File: src/rtl/ex_stage_pkg.sv
`default_nettype none
// ============================================================================
// Module      : ex_stage_pkg
// Description : Shared definitions for the execute stage: ALU operation
//               codes, RegDst / MemtoReg encodings, divider state enum and
//               the operand forwarding helper.
// Revision    : 1.0 - initial release
// ============================================================================
package ex_stage_pkg;

    // ALU operation codes
    localparam logic [4:0] ALU_ADD  = 5'd0;
    localparam logic [4:0] ALU_SUB  = 5'd1;
    localparam logic [4:0] ALU_AND  = 5'd2;
    localparam logic [4:0] ALU_OR   = 5'd3;
    localparam logic [4:0] ALU_XOR  = 5'd4;
    localparam logic [4:0] ALU_NOR  = 5'd5;
    localparam logic [4:0] ALU_SLT  = 5'd6;
    localparam logic [4:0] ALU_SLTU = 5'd7;
    localparam logic [4:0] ALU_SLL  = 5'd8;
    localparam logic [4:0] ALU_SRL  = 5'd9;
    localparam logic [4:0] ALU_SRA  = 5'd10;
    localparam logic [4:0] ALU_LUI  = 5'd11;
    localparam logic [4:0] ALU_DIVU = 5'd16;
    localparam logic [4:0] ALU_REMU = 5'd17;

    // Destination register select
    localparam logic [1:0] REGDST_RT   = 2'd0;
    localparam logic [1:0] REGDST_RD   = 2'd1;
    localparam logic [1:0] REGDST_RA   = 2'd2;
    localparam logic [1:0] REGDST_ZERO = 2'd3;

    // Write-back data select
    localparam logic [1:0] MEMTOREG_ALU = 2'd0;
    localparam logic [1:0] MEMTOREG_MEM = 2'd1;
    localparam logic [1:0] MEMTOREG_PC  = 2'd2;

    // Divider sequencer states
    typedef enum logic [1:0] {
        DIV_IDLE = 2'd0,
        DIV_BUSY = 2'd1,
        DIV_DONE = 2'd2
    } div_state_e;

    // Operand bypass: the younger MEM result wins over WB; r0 is never bypassed.
    function automatic logic [31:0] fwd_sel(
        input logic [4:0]  addr,
        input logic        mem_we,
        input logic [4:0]  mem_addr,
        input logic [31:0] mem_data,
        input logic        wb_we,
        input logic [4:0]  wb_addr,
        input logic [31:0] wb_data,
        input logic [31:0] reg_data
    );
        logic [31:0] v;
        v = reg_data;
        if (addr != 5'd0) begin
            if (mem_we && (mem_addr == addr))
                v = mem_data;
            else if (wb_we && (wb_addr == addr))
                v = wb_data;
        end
        return v;
    endfunction

endpackage
`default_nettype wire

File: src/rtl/ex_divu.sv
`default_nettype none
// ============================================================================
// Module      : ex_divu
// Description : 32-bit unsigned restoring divider, one quotient bit per cycle.
//               Present only when EX_STAGE_DIV_EN is defined.
//               Ports: clk, rst (sync, active-high), start (accepted in IDLE),
//               dividend, divisor -> busy, done, quotient, remainder.
//               Timing: start in IDLE, 32 BUSY cycles, one DONE cycle.
//               Divisor 0 naturally yields quotient all-ones and
//               remainder = dividend.
// Revision    : 1.0 - initial release
// ============================================================================
`ifdef EX_STAGE_DIV_EN
module ex_divu
    import ex_stage_pkg::*;
(
    input  logic        clk,
    input  logic        rst,
    input  logic        start,
    input  logic [31:0] dividend,
    input  logic [31:0] divisor,
    output logic        busy,
    output logic        done,
    output logic [31:0] quotient,
    output logic [31:0] remainder
);

    div_state_e  r_state;
    logic [4:0]  r_count;
    logic [31:0] r_quo;
    logic [31:0] r_rem;
    logic [31:0] r_div;
    logic [32:0] w_trial;

    // Shift the next dividend bit into the partial remainder and try a subtract.
    assign w_trial = {r_rem, r_quo[31]} - {1'b0, r_div};

    always_ff @(posedge clk) begin
        if (rst) begin
            r_state <= DIV_IDLE;
            r_count <= 5'd0;
            r_quo   <= 32'd0;
            r_rem   <= 32'd0;
            r_div   <= 32'd0;
        end else begin
            case (r_state)
                DIV_IDLE: begin
                    if (start) begin
                        r_quo   <= dividend;
                        r_rem   <= 32'd0;
                        r_div   <= divisor;
                        r_count <= 5'd0;
                        r_state <= DIV_BUSY;
                    end
                end
                DIV_BUSY: begin
                    if (!w_trial[32]) begin
                        r_rem <= w_trial[31:0];
                        r_quo <= {r_quo[30:0], 1'b1};
                    end else begin
                        r_rem <= {r_rem[30:0], r_quo[31]};
                        r_quo <= {r_quo[30:0], 1'b0};
                    end
                    r_count <= r_count + 5'd1;
                    if (r_count == 5'd31)
                        r_state <= DIV_DONE;
                end
                DIV_DONE: begin
                    r_state <= DIV_IDLE;
                end
                default: begin
                    r_state <= DIV_IDLE;
                end
            endcase
        end
    end

    assign busy      = (r_state == DIV_BUSY);
    assign done      = (r_state == DIV_DONE);
    assign quotient  = r_quo;
    assign remainder = r_rem;

endmodule
`endif
`default_nettype wire

File: src/rtl/ex_stage.sv
`default_nettype none
// ============================================================================
// Module      : ex_stage
// Description : Pipeline execute stage: operand forwarding, ALU, destination
//               select and the EX/MEM pipeline register. Optional multi-cycle
//               unsigned divide (DIVU/REMU) enabled by macro EX_STAGE_DIV_EN.
//               Inputs : ID/EX control and data, WB write port (forwarding).
//               Outputs: stall_div (hold PC, IF/ID, ID/EX), registered EX/MEM
//                        control, ALU result, store data, PC, write address.
// Revision    : 1.0 - initial release
// ============================================================================
module ex_stage
    import ex_stage_pkg::*;
(
    input  logic        clk,
    input  logic        rst,
    input  logic [1:0]  WB_MemtoReg_ex,
    input  logic        WB_RegWrite_ex,
    input  logic        MEM_MemWrite_ex,
    input  logic        MEM_MemRead_ex,
    input  logic [4:0]  EX_ALUCode_ex,
    input  logic        EX_ALUSrcA_ex,
    input  logic        EX_ALUSrcB_ex,
    input  logic [1:0]  EX_RegDst_ex,
    input  logic [4:0]  RsAddr_ex,
    input  logic [4:0]  RtAddr_ex,
    input  logic [4:0]  RdAddr_ex,
    input  logic [31:0] PC_ex,
    input  logic [31:0] Imm_ex,
    input  logic [31:0] RsData_ex,
    input  logic [31:0] RtData_ex,
    input  logic        RegWrite_wb,
    input  logic [4:0]  RegWriteAddr_wb,
    input  logic [31:0] RegWriteData_wb,
    output logic        stall_div,
    output logic [1:0]  WB_MemtoReg_mem,
    output logic        WB_RegWrite_mem,
    output logic        MEM_MemWrite_mem,
    output logic        MEM_MemRead_mem,
    output logic [31:0] ALUResult_mem,
    output logic [31:0] MemWriteData_mem,
    output logic [31:0] PC_mem,
    output logic [4:0]  RegWriteAddr_mem
);

    logic [1:0]  r_memtoreg;
    logic        r_regwrite;
    logic        r_memwrite;
    logic        r_memread;
    logic [31:0] r_alu_result;
    logic [31:0] r_mem_wdata;
    logic [31:0] r_pc;
    logic [4:0]  r_wr_addr;

    logic [31:0] w_fwd_rs;
    logic [31:0] w_fwd_rt;
    logic [31:0] w_op_a;
    logic [31:0] w_op_b;
    logic [31:0] w_alu;
    logic [31:0] w_result;
    logic [4:0]  w_dst;
    logic        w_stall;

    // ------------------------------------------------------------------
    // Forwarding and operand select
    // ------------------------------------------------------------------
    assign w_fwd_rs = fwd_sel(RsAddr_ex, r_regwrite, r_wr_addr, r_alu_result,
                              RegWrite_wb, RegWriteAddr_wb, RegWriteData_wb, RsData_ex);
    assign w_fwd_rt = fwd_sel(RtAddr_ex, r_regwrite, r_wr_addr, r_alu_result,
                              RegWrite_wb, RegWriteAddr_wb, RegWriteData_wb, RtData_ex);

    // Source A immediate is the shamt field for constant shifts.
    assign w_op_a = EX_ALUSrcA_ex ? {27'd0, Imm_ex[10:6]} : w_fwd_rs;
    assign w_op_b = EX_ALUSrcB_ex ? Imm_ex : w_fwd_rt;

    // ------------------------------------------------------------------
    // ALU (divide codes fall to default; their result comes from ex_divu)
    // ------------------------------------------------------------------
    always_comb begin
        w_alu = 32'd0;
        case (EX_ALUCode_ex)
            ALU_ADD:  w_alu = w_op_a + w_op_b;
            ALU_SUB:  w_alu = w_op_a - w_op_b;
            ALU_AND:  w_alu = w_op_a & w_op_b;
            ALU_OR:   w_alu = w_op_a | w_op_b;
            ALU_XOR:  w_alu = w_op_a ^ w_op_b;
            ALU_NOR:  w_alu = ~(w_op_a | w_op_b);
            ALU_SLT:  w_alu = {31'd0, $signed(w_op_a) < $signed(w_op_b)};
            ALU_SLTU: w_alu = {31'd0, w_op_a < w_op_b};
            ALU_SLL:  w_alu = w_op_b << w_op_a[4:0];
            ALU_SRL:  w_alu = w_op_b >> w_op_a[4:0];
            ALU_SRA:  w_alu = $signed(w_op_b) >>> w_op_a[4:0];
            ALU_LUI:  w_alu = w_op_b << 16;
            default:  w_alu = 32'd0;
        endcase
    end

    // ------------------------------------------------------------------
    // Destination register select
    // ------------------------------------------------------------------
    always_comb begin
        w_dst = RtAddr_ex;
        case (EX_RegDst_ex)
            REGDST_RT:   w_dst = RtAddr_ex;
            REGDST_RD:   w_dst = RdAddr_ex;
            REGDST_RA:   w_dst = 5'd31;
            REGDST_ZERO: w_dst = 5'd0;
            default:     w_dst = RtAddr_ex;
        endcase
    end

    // ------------------------------------------------------------------
    // Optional divider
    // ------------------------------------------------------------------
`ifdef EX_STAGE_DIV_EN
    logic        w_is_div;
    logic        w_div_busy;
    logic        w_div_done;
    logic [31:0] w_quo;
    logic [31:0] w_rem;

    assign w_is_div = (EX_ALUCode_ex == ALU_DIVU) || (EX_ALUCode_ex == ALU_REMU);

    ex_divu u_divu (
        .clk       (clk),
        .rst       (rst),
        .start     (w_is_div),
        .dividend  (w_fwd_rs),
        .divisor   (w_fwd_rt),
        .busy      (w_div_busy),
        .done      (w_div_done),
        .quotient  (w_quo),
        .remainder (w_rem)
    );

    // Stall covers the accepting IDLE cycle and all BUSY cycles. In DONE the
    // upstream stages still hold the divide op, so start is not re-sampled.
    assign w_stall  = !rst && !w_div_done && (w_is_div || w_div_busy);
    assign w_result = w_div_done ? ((EX_ALUCode_ex == ALU_REMU) ? w_rem : w_quo)
                                 : w_alu;
`else
    assign w_stall  = 1'b0;
    assign w_result = w_alu;
`endif

    assign stall_div = w_stall;

    // ------------------------------------------------------------------
    // EX/MEM pipeline register; a stalled cycle inserts a control bubble
    // ------------------------------------------------------------------
    always_ff @(posedge clk) begin
        if (rst) begin
            r_memtoreg   <= 2'd0;
            r_regwrite   <= 1'b0;
            r_memwrite   <= 1'b0;
            r_memread    <= 1'b0;
            r_alu_result <= 32'd0;
            r_mem_wdata  <= 32'd0;
            r_pc         <= 32'd0;
            r_wr_addr    <= 5'd0;
        end else begin
            if (w_stall) begin
                r_memtoreg <= 2'd0;
                r_regwrite <= 1'b0;
                r_memwrite <= 1'b0;
                r_memread  <= 1'b0;
            end else begin
                r_memtoreg <= WB_MemtoReg_ex;
                r_regwrite <= WB_RegWrite_ex;
                r_memwrite <= MEM_MemWrite_ex;
                r_memread  <= MEM_MemRead_ex;
            end
            r_alu_result <= w_result;
            r_mem_wdata  <= w_fwd_rt;
            r_pc         <= PC_ex;
            r_wr_addr    <= w_dst;
        end
    end

    assign WB_MemtoReg_mem  = r_memtoreg;
    assign WB_RegWrite_mem  = r_regwrite;
    assign MEM_MemWrite_mem = r_memwrite;
    assign MEM_MemRead_mem  = r_memread;
    assign ALUResult_mem    = r_alu_result;
    assign MemWriteData_mem = r_mem_wdata;
    assign PC_mem           = r_pc;
    assign RegWriteAddr_mem = r_wr_addr;

endmodule
`default_nettype wire

File: config.mk
export PLATFORM = sky130hd
export DESIGN_NAME = ex_stage
export DESIGN_NICKNAME = d
export VERILOG_FILES = /design/src/rtl/ex_stage_pkg.sv /design/src/rtl/ex_divu.sv /design/src/rtl/ex_stage.sv
export SDC_FILE = /design/constraint.sdc
export NUM_CORES = 1
export LEC_CHECK = 0
export CORE_MARGIN = 3
export CORE_UTILIZATION = 35
export CTS_CLUSTER_SIZE = 28
export DETAILED_ROUTE_END_ITERATION = 7
export PLACE_DENSITY = 0.6
export SKIP_CTS_REPAIR_TIMING = 1
export SKIP_LAST_GASP = 1
export SLEW_MARGIN = 15
export SYNTH_ARGS = -nofsm -noshare
export SYNTH_HDL_FRONTEND = slang
export SYNTH_SLANG_ARGS = --single-unit
export TNS_END_PERCENT = 20
File: constraint.sdc
create_clock -name clk -period 10.1 [get_ports clk]
set_clock_uncertainty 0.15 [all_clocks]
set_input_delay 2.02 -clock clk [delete_from_list [all_inputs] [get_ports clk]]
set_output_delay 2.02 -clock clk [all_outputs]
set_load 0.01 [all_outputs]
Word-level counts from Yosys, hierarchy flattened:

Cells that the tools add are included.

* word-level logic and storage cells: 55
* output and inout bits: 107
* bits of input ports: 197
* register bits: 106

* shift-type cells: 3
* add/subtract/negate cells: 2
* bitwise operators: 4
* reductions and logical operators: 8
* equal/unequal tests: 18
* multiplexer cells: 10
* $lt $le $gt $ge: 2

Operators with widths (number)
* $pmux 32 s12: 1
* $mux 32: 8
* $lt 32x32->1: 2
* $add 32x32->32: 1
* $and 32x32->32: 1
* $not 32->32: 1
* $or 32x32->32: 1
* $shl 32x5->32: 1
* $shr 32x5->32: 1
* $sshr 32x5->32: 1
* $sub 32x32->32: 1
* $xor 32x32->32: 1
* $eq 5x3->1 const B: 4
* $eq 5x4->1 const B: 4
* $eq 5x5->1: 4
* $pmux 5 s4: 1
* $eq 5x2->1 const B: 2
* $reduce_bool 5->1: 2
* $eq 5x1->1 const B: 1
* $logic_not 5->1: 1
* $eq 2x2->1 const B: 2
* $logic_and 1x1->1: 4
* $eq 2x1->1 const B: 1
* $logic_not 2->1: 1

Longest topological paths before layout:

* depth in word-level cells: 9
* gate-level depth with buffers: 23
* depth with buffers taken out: 20

Worst setup path after synthesis:

Ideal clock, no wire load.

* path kind: input port to flip-flop
* start point: input RsAddr_ex[1]
* end point: register r_alu_result[26], in the netlist ALUResult_mem[26]
* data arrival time: 6.385 ns
* data required time: 9.817 ns
* library setup time: 0.133 ns
* path buffers: 5
* path slack: 3.433 ns
* stages on the path: 21
* cell sequence: or4_1 or2_1 o21a_1 buf_2 o311a_1 buf_2 buf_2 buf_2 buf_1 ha_1 nand2_1 a21oi_1 o211ai_1 and3_1 o31ai_1 a31oi_1 nor3b_1 nor2_1 xnor2_1 a2111oi_0 a31oi_1

* longest elaborated chain between the ends: 9
* elaborated cells on any way between the ends: 19
* classes of those cells: 2 x add/sub; 2 x eq/ne; 3 x shift; 5 x mux; 4 x bitwise; 3 x reduce/logical

Ends and longest elaborated chain
* start: declaration: RTL line ex_stage.sv:25 `input logic [4:0] RsAddr_ex,`
* $eq 5x5->1: RTL line ex_stage_pkg.sv:61 `else if (wb_we && (wb_addr == addr))`
* $logic_and 1x1->1: RTL line ex_stage_pkg.sv:61
* $mux 32: RTL line ex_stage_pkg.sv:61
* $mux 32: RTL line ex_stage_pkg.sv:59 `if (mem_we && (mem_addr == addr))`
* $mux 32 *: RTL line ex_stage_pkg.sv:58 `if (addr != 5'd0) begin`
* $mux 32 *: RTL line ex_stage.sv:73 `assign w_op_a = EX_ALUSrcA_ex ? {27'd0, Imm_ex[10:6]} : w_fwd_rs;`
* branches (longest 2 deep; another with $sub 32x32->32)
* $pmux 32 s12 *: RTL line ex_stage.sv:81 `case (EX_ALUCode_ex)`
* end signal: assignment: RTL line ex_stage.sv:173 `r_alu_result <= w_result;`
* end: declaration: RTL line ex_stage.sv:50 `logic [31:0] r_alu_result;`

Every way passes the cells marked *.
A chain may end at the register's enable or synchronous reset.

Worst setup path in the final report:

* start point: input RsAddr_ex[4]
* end point: register r_alu_result[26], in the netlist ALUResult_mem[26]

Same word-level chain as after synthesis.

==> out/metrics.yaml <==
timing:
  slew_violations: 0
  worst_slew_pin_slew_ps: 1150
  min_period_ps: 8500
  slew_headroom: 0.233
  fin_setup_tns_ps: 0
  fmax_mhz: 118
  rsz0062_at_grt: "false"
  fin_crit_sh: 0.842
  setup_viol: 0
  hold_viol_final: 0
cells_and_area:
  drive_above_1_share: 0.0753
  fin_util: 0.450
  multi_input_area_sq_um: 11500
  instances_no_fill: 2769
  fill_cells: 4272
  layout.nets: 2522
  seq_area_sq_um: 2120
  syn_to_final_growth_pct: 25.6
power_and_ir_drop:
  p_per_area_nw_per_um2: 102
  power_frac_seq: 0.246
  p_comb_frac: 0.559
  switching_power_uw: 883
  power_leakage_uw: 0.00747
  p_clk_frac: 0.195
  internal_power_uw: 999
  max-vdd-ir-drop_uv: 86.1
  total_power_uw: 1880
  p_sw_frac: 0.469
worst_hold_path:
  hp-class: "register to register"
  worstHoldPathCells: 4
placed_design:
  port-buffer-count: 302
  gp_congestion: 1.02
  dp_hpwl_um: 73600
  dpl.cell_count: 2748
floorplanning:
  die_area_sq_um: 44600
  die_w_um: 211
  core_area_sq_um: 41200
  dieHeight_um: 211
  ioPinCount: 304
  initial_core_util: 0.358
  rows: 74
drt:
  vias: 18400
  wl_um: 93000
  via_per_inst: 6.66
  first_pass_iters: 6
  ant_nets: 0
  wl_per_cell_um: 33.6
  route.detailed.drc: 0
  drt_iter0_markers: 2515
critical_path:
  r2r_cells: 20
  crit_fanout: 32
  arrival_ps: 8580
  crit_start: "RsAddr_ex[4]"
  endpoint: "ALUResult_mem[26]$_SDFF_PP0_"
  rr_startpoint: "RegWriteAddr_mem[4]$_SDFF_PP0_"
  critPathKind: "input pin to register"
  r2r-end: "ALUResult_mem[26]$_SDFF_PP0_"
  end_kind: "register"
  cp-start-kind: "input pin"
  required_ps: 10180
  reg2reg_slack_ps: 3190
clock_tree:
  cts_tree: "yes"
  clock-sinks: 106
  cts.clk_slew.worst_paths_ps: 90
  max-clock-path-buffers: 2
  clkLatencyLatePin_ps: 400
  htree_levels: 3
  cts-root-buf: "clkbuf_16"
  cts_made_buffers: 9
synth:
  synth_top_flop_cell: "dfxtp_1"
  synth_edf_count: 0
  ys_ff_latch: 106
  synth.top_cell.area_share: 0.144
  ys_warn_count: 0
  yosys.area.top_type: "dfxtp_1"
  synth_cells: 2009
  synth_area_sq_um: 14700
  ys_seq_area_frac: 0.144
  mappedNetlistNets: 2304
  ys_types: 85
  syn_avg_cell_area_sq_um: 7.34
  async_flop_share: 0
  synth.area.top_cells: "dfxtp_1, mux2i_1, ha_1"
global_routing:
  grt_usage: 0.399
  grt-ovfl-total: 0
  grt_max_degree: 77
  antenna_found_initial: 7
  grt_pass1_vias: 17300
  grt_pass1_wl_um: 129000
run_status:
  outcome: "complete, no violations"
run:
  cap_violations: 0
how the worst min path moves through the flow:
stage	from	slack (ps)	endpoint
floorplan	ALUResult_mem[4]$_SDFF_PP0_	500	MemWriteData_mem[4]$_SDFF_PP0_
global placement	ALUResult_mem[2]$_SDFF_PP0_	560	MemWriteData_mem[2]$_SDFF_PP0_
detailed placement	ALUResult_mem[2]$_SDFF_PP0_	570	MemWriteData_mem[2]$_SDFF_PP0_
CTS	ALUResult_mem[2]$_SDFF_PP0_	580	MemWriteData_mem[2]$_SDFF_PP0_
global route	ALUResult_mem[2]$_SDFF_PP0_	630	MemWriteData_mem[2]$_SDFF_PP0_
finish	ALUResult_mem[2]$_SDFF_PP0_	580	MemWriteData_mem[2]$_SDFF_PP0_
flip-flops by register name, summed over array words and instances, names as in the netlist:
register and count:
MEM_MemRead_mem 1, RegWriteAddr_mem 5, WB_MemtoReg_mem 2, ALUResult_mem 32
PC_mem 32, MEM_MemWrite_mem 1, WB_RegWrite_mem 1, MemWriteData_mem 32
cell usage in the layout (no fill, tap or decap), drive strengths merged, types with 9 or more instances in the layout:
cell / Yosys / final
nor2b: 46 / 46
clkdlybuf4s50: 0 / 300
a221o: 25 / 25
a221oi: 26 / 26
o211ai: 20 / 20
a22oi: 20 / 20
xnor2: 24 / 24
nand2b: 60 / 60
nor4: 9 / 9
and3: 11 / 11
nand3: 57 / 57
a211oi: 13 / 13
nor2: 188 / 188
inv: 118 / 121
mux2: 12 / 12
o21a: 10 / 10
a31oi: 23 / 23
ha: 96 / 96
o31ai: 16 / 16
nand2: 171 / 171
o22ai: 59 / 59
a21oi: 133 / 133
dfxtp: 106 / 106
mux2i: 192 / 192
clkbuf: 98 / 9
o221ai: 69 / 69
buf: 66 / 71
o22a: 55 / 55
o21ai: 83 / 83
a21o: 10 / 10
nor3: 45 / 45
critical path, cell delays in order:
cell and delay (ps):
clkdlybuf4s50_1 470, xor2_1 170, nor4_1 600, a211o_1 960, o22ai_1 220, a221o_2 450, clkinv_4 70, ha_1 300
inv_1 100, fa_1 470, nand2b_1 130, a221oi_1 110, o311ai_0 530, o211ai_1 280, o211ai_1 300, a21oi_1 100
nor2_1 500, xnor2_1 190, nor2_1 50, a2111oi_0 400, a31oi_1 160
cell usage after synthesis (55+ instances only):
library cell,count
a21oi_1,132
clkbuf_1,98
dfxtp_1,106
ha_1,96
inv_1,110
mux2i_1,191
nand2_1,171
nand2b_1,60
nand3_1,57
nor2_1,187
o21ai_0,78
o22a_1,55
o22ai_1,59
cells by family after synthesis:
group	count (synthesis)	synth area share
buffers and inverters	285	0.0813
adder cells (fa/ha/maj)	98	0.0842
flip-flops	106	0.144
XOR/XNOR	28	0.0166
multiplexers	206	0.143
AO/OA/AOI/OAI	663	0.334
AND/OR/NAND/NOR	622	0.196
other	1	0.000254
final cells by class:
| cell class | count | share of cell area |
|---|---|---|
| clock buffer | 9 | 0.0122 |
| multi-input combinational | 1618 | 0.619 |
| tap | 532 | 0.0359 |
| antenna | 5 | 0.000675 |
| timing repair buffer | 371 | 0.191 |
| sequential | 106 | 0.115 |
| inverter | 121 | 0.0248 |
| clock inverter | 7 | 0.00270 |
power by group through the flow:
| stage | sequential, uW | combinational (uW) | clock (uW) |
|---|---|---|---|
| global route | 464 | 1100 | 379 |
| global placement | 472 | 1020 | 0 |
| floorplan | 473 | 572 | 0 |
| CTS | 463 | 1020 | 368 |
| finish | 464 | 1050 | 367 |
| detailed placement | 473 | 1010 | 0 |
routing by layer:
metal,up-vias,global-route usage,wire [um]
met5,-,0,21
met4,4,0.234,6430
met3,261,0.0801,9380
met2,1337,0.639,41300
met1,8899,0.498,35900
li1,7928,-,-
through the flow:
| step | instance area, sq um | setup WS [ps] | hold slack [ps] |
|---|---|---|---|
| 2_1_floorplan | 14700 | 3430 | 500 |
| 3_5_place_dp | 18200 | 1400 | 567 |
| 5_1_grt | 18500 | 1250 | 625 |
| 6_report | 18500 | 1600 | 579 |
| 3_3_place_gp | 18200 | 1550 | 564 |
| 4_1_cts | 18500 | 1810 | 578 |
No activity file was read; power rests on OpenSTA's default activity.
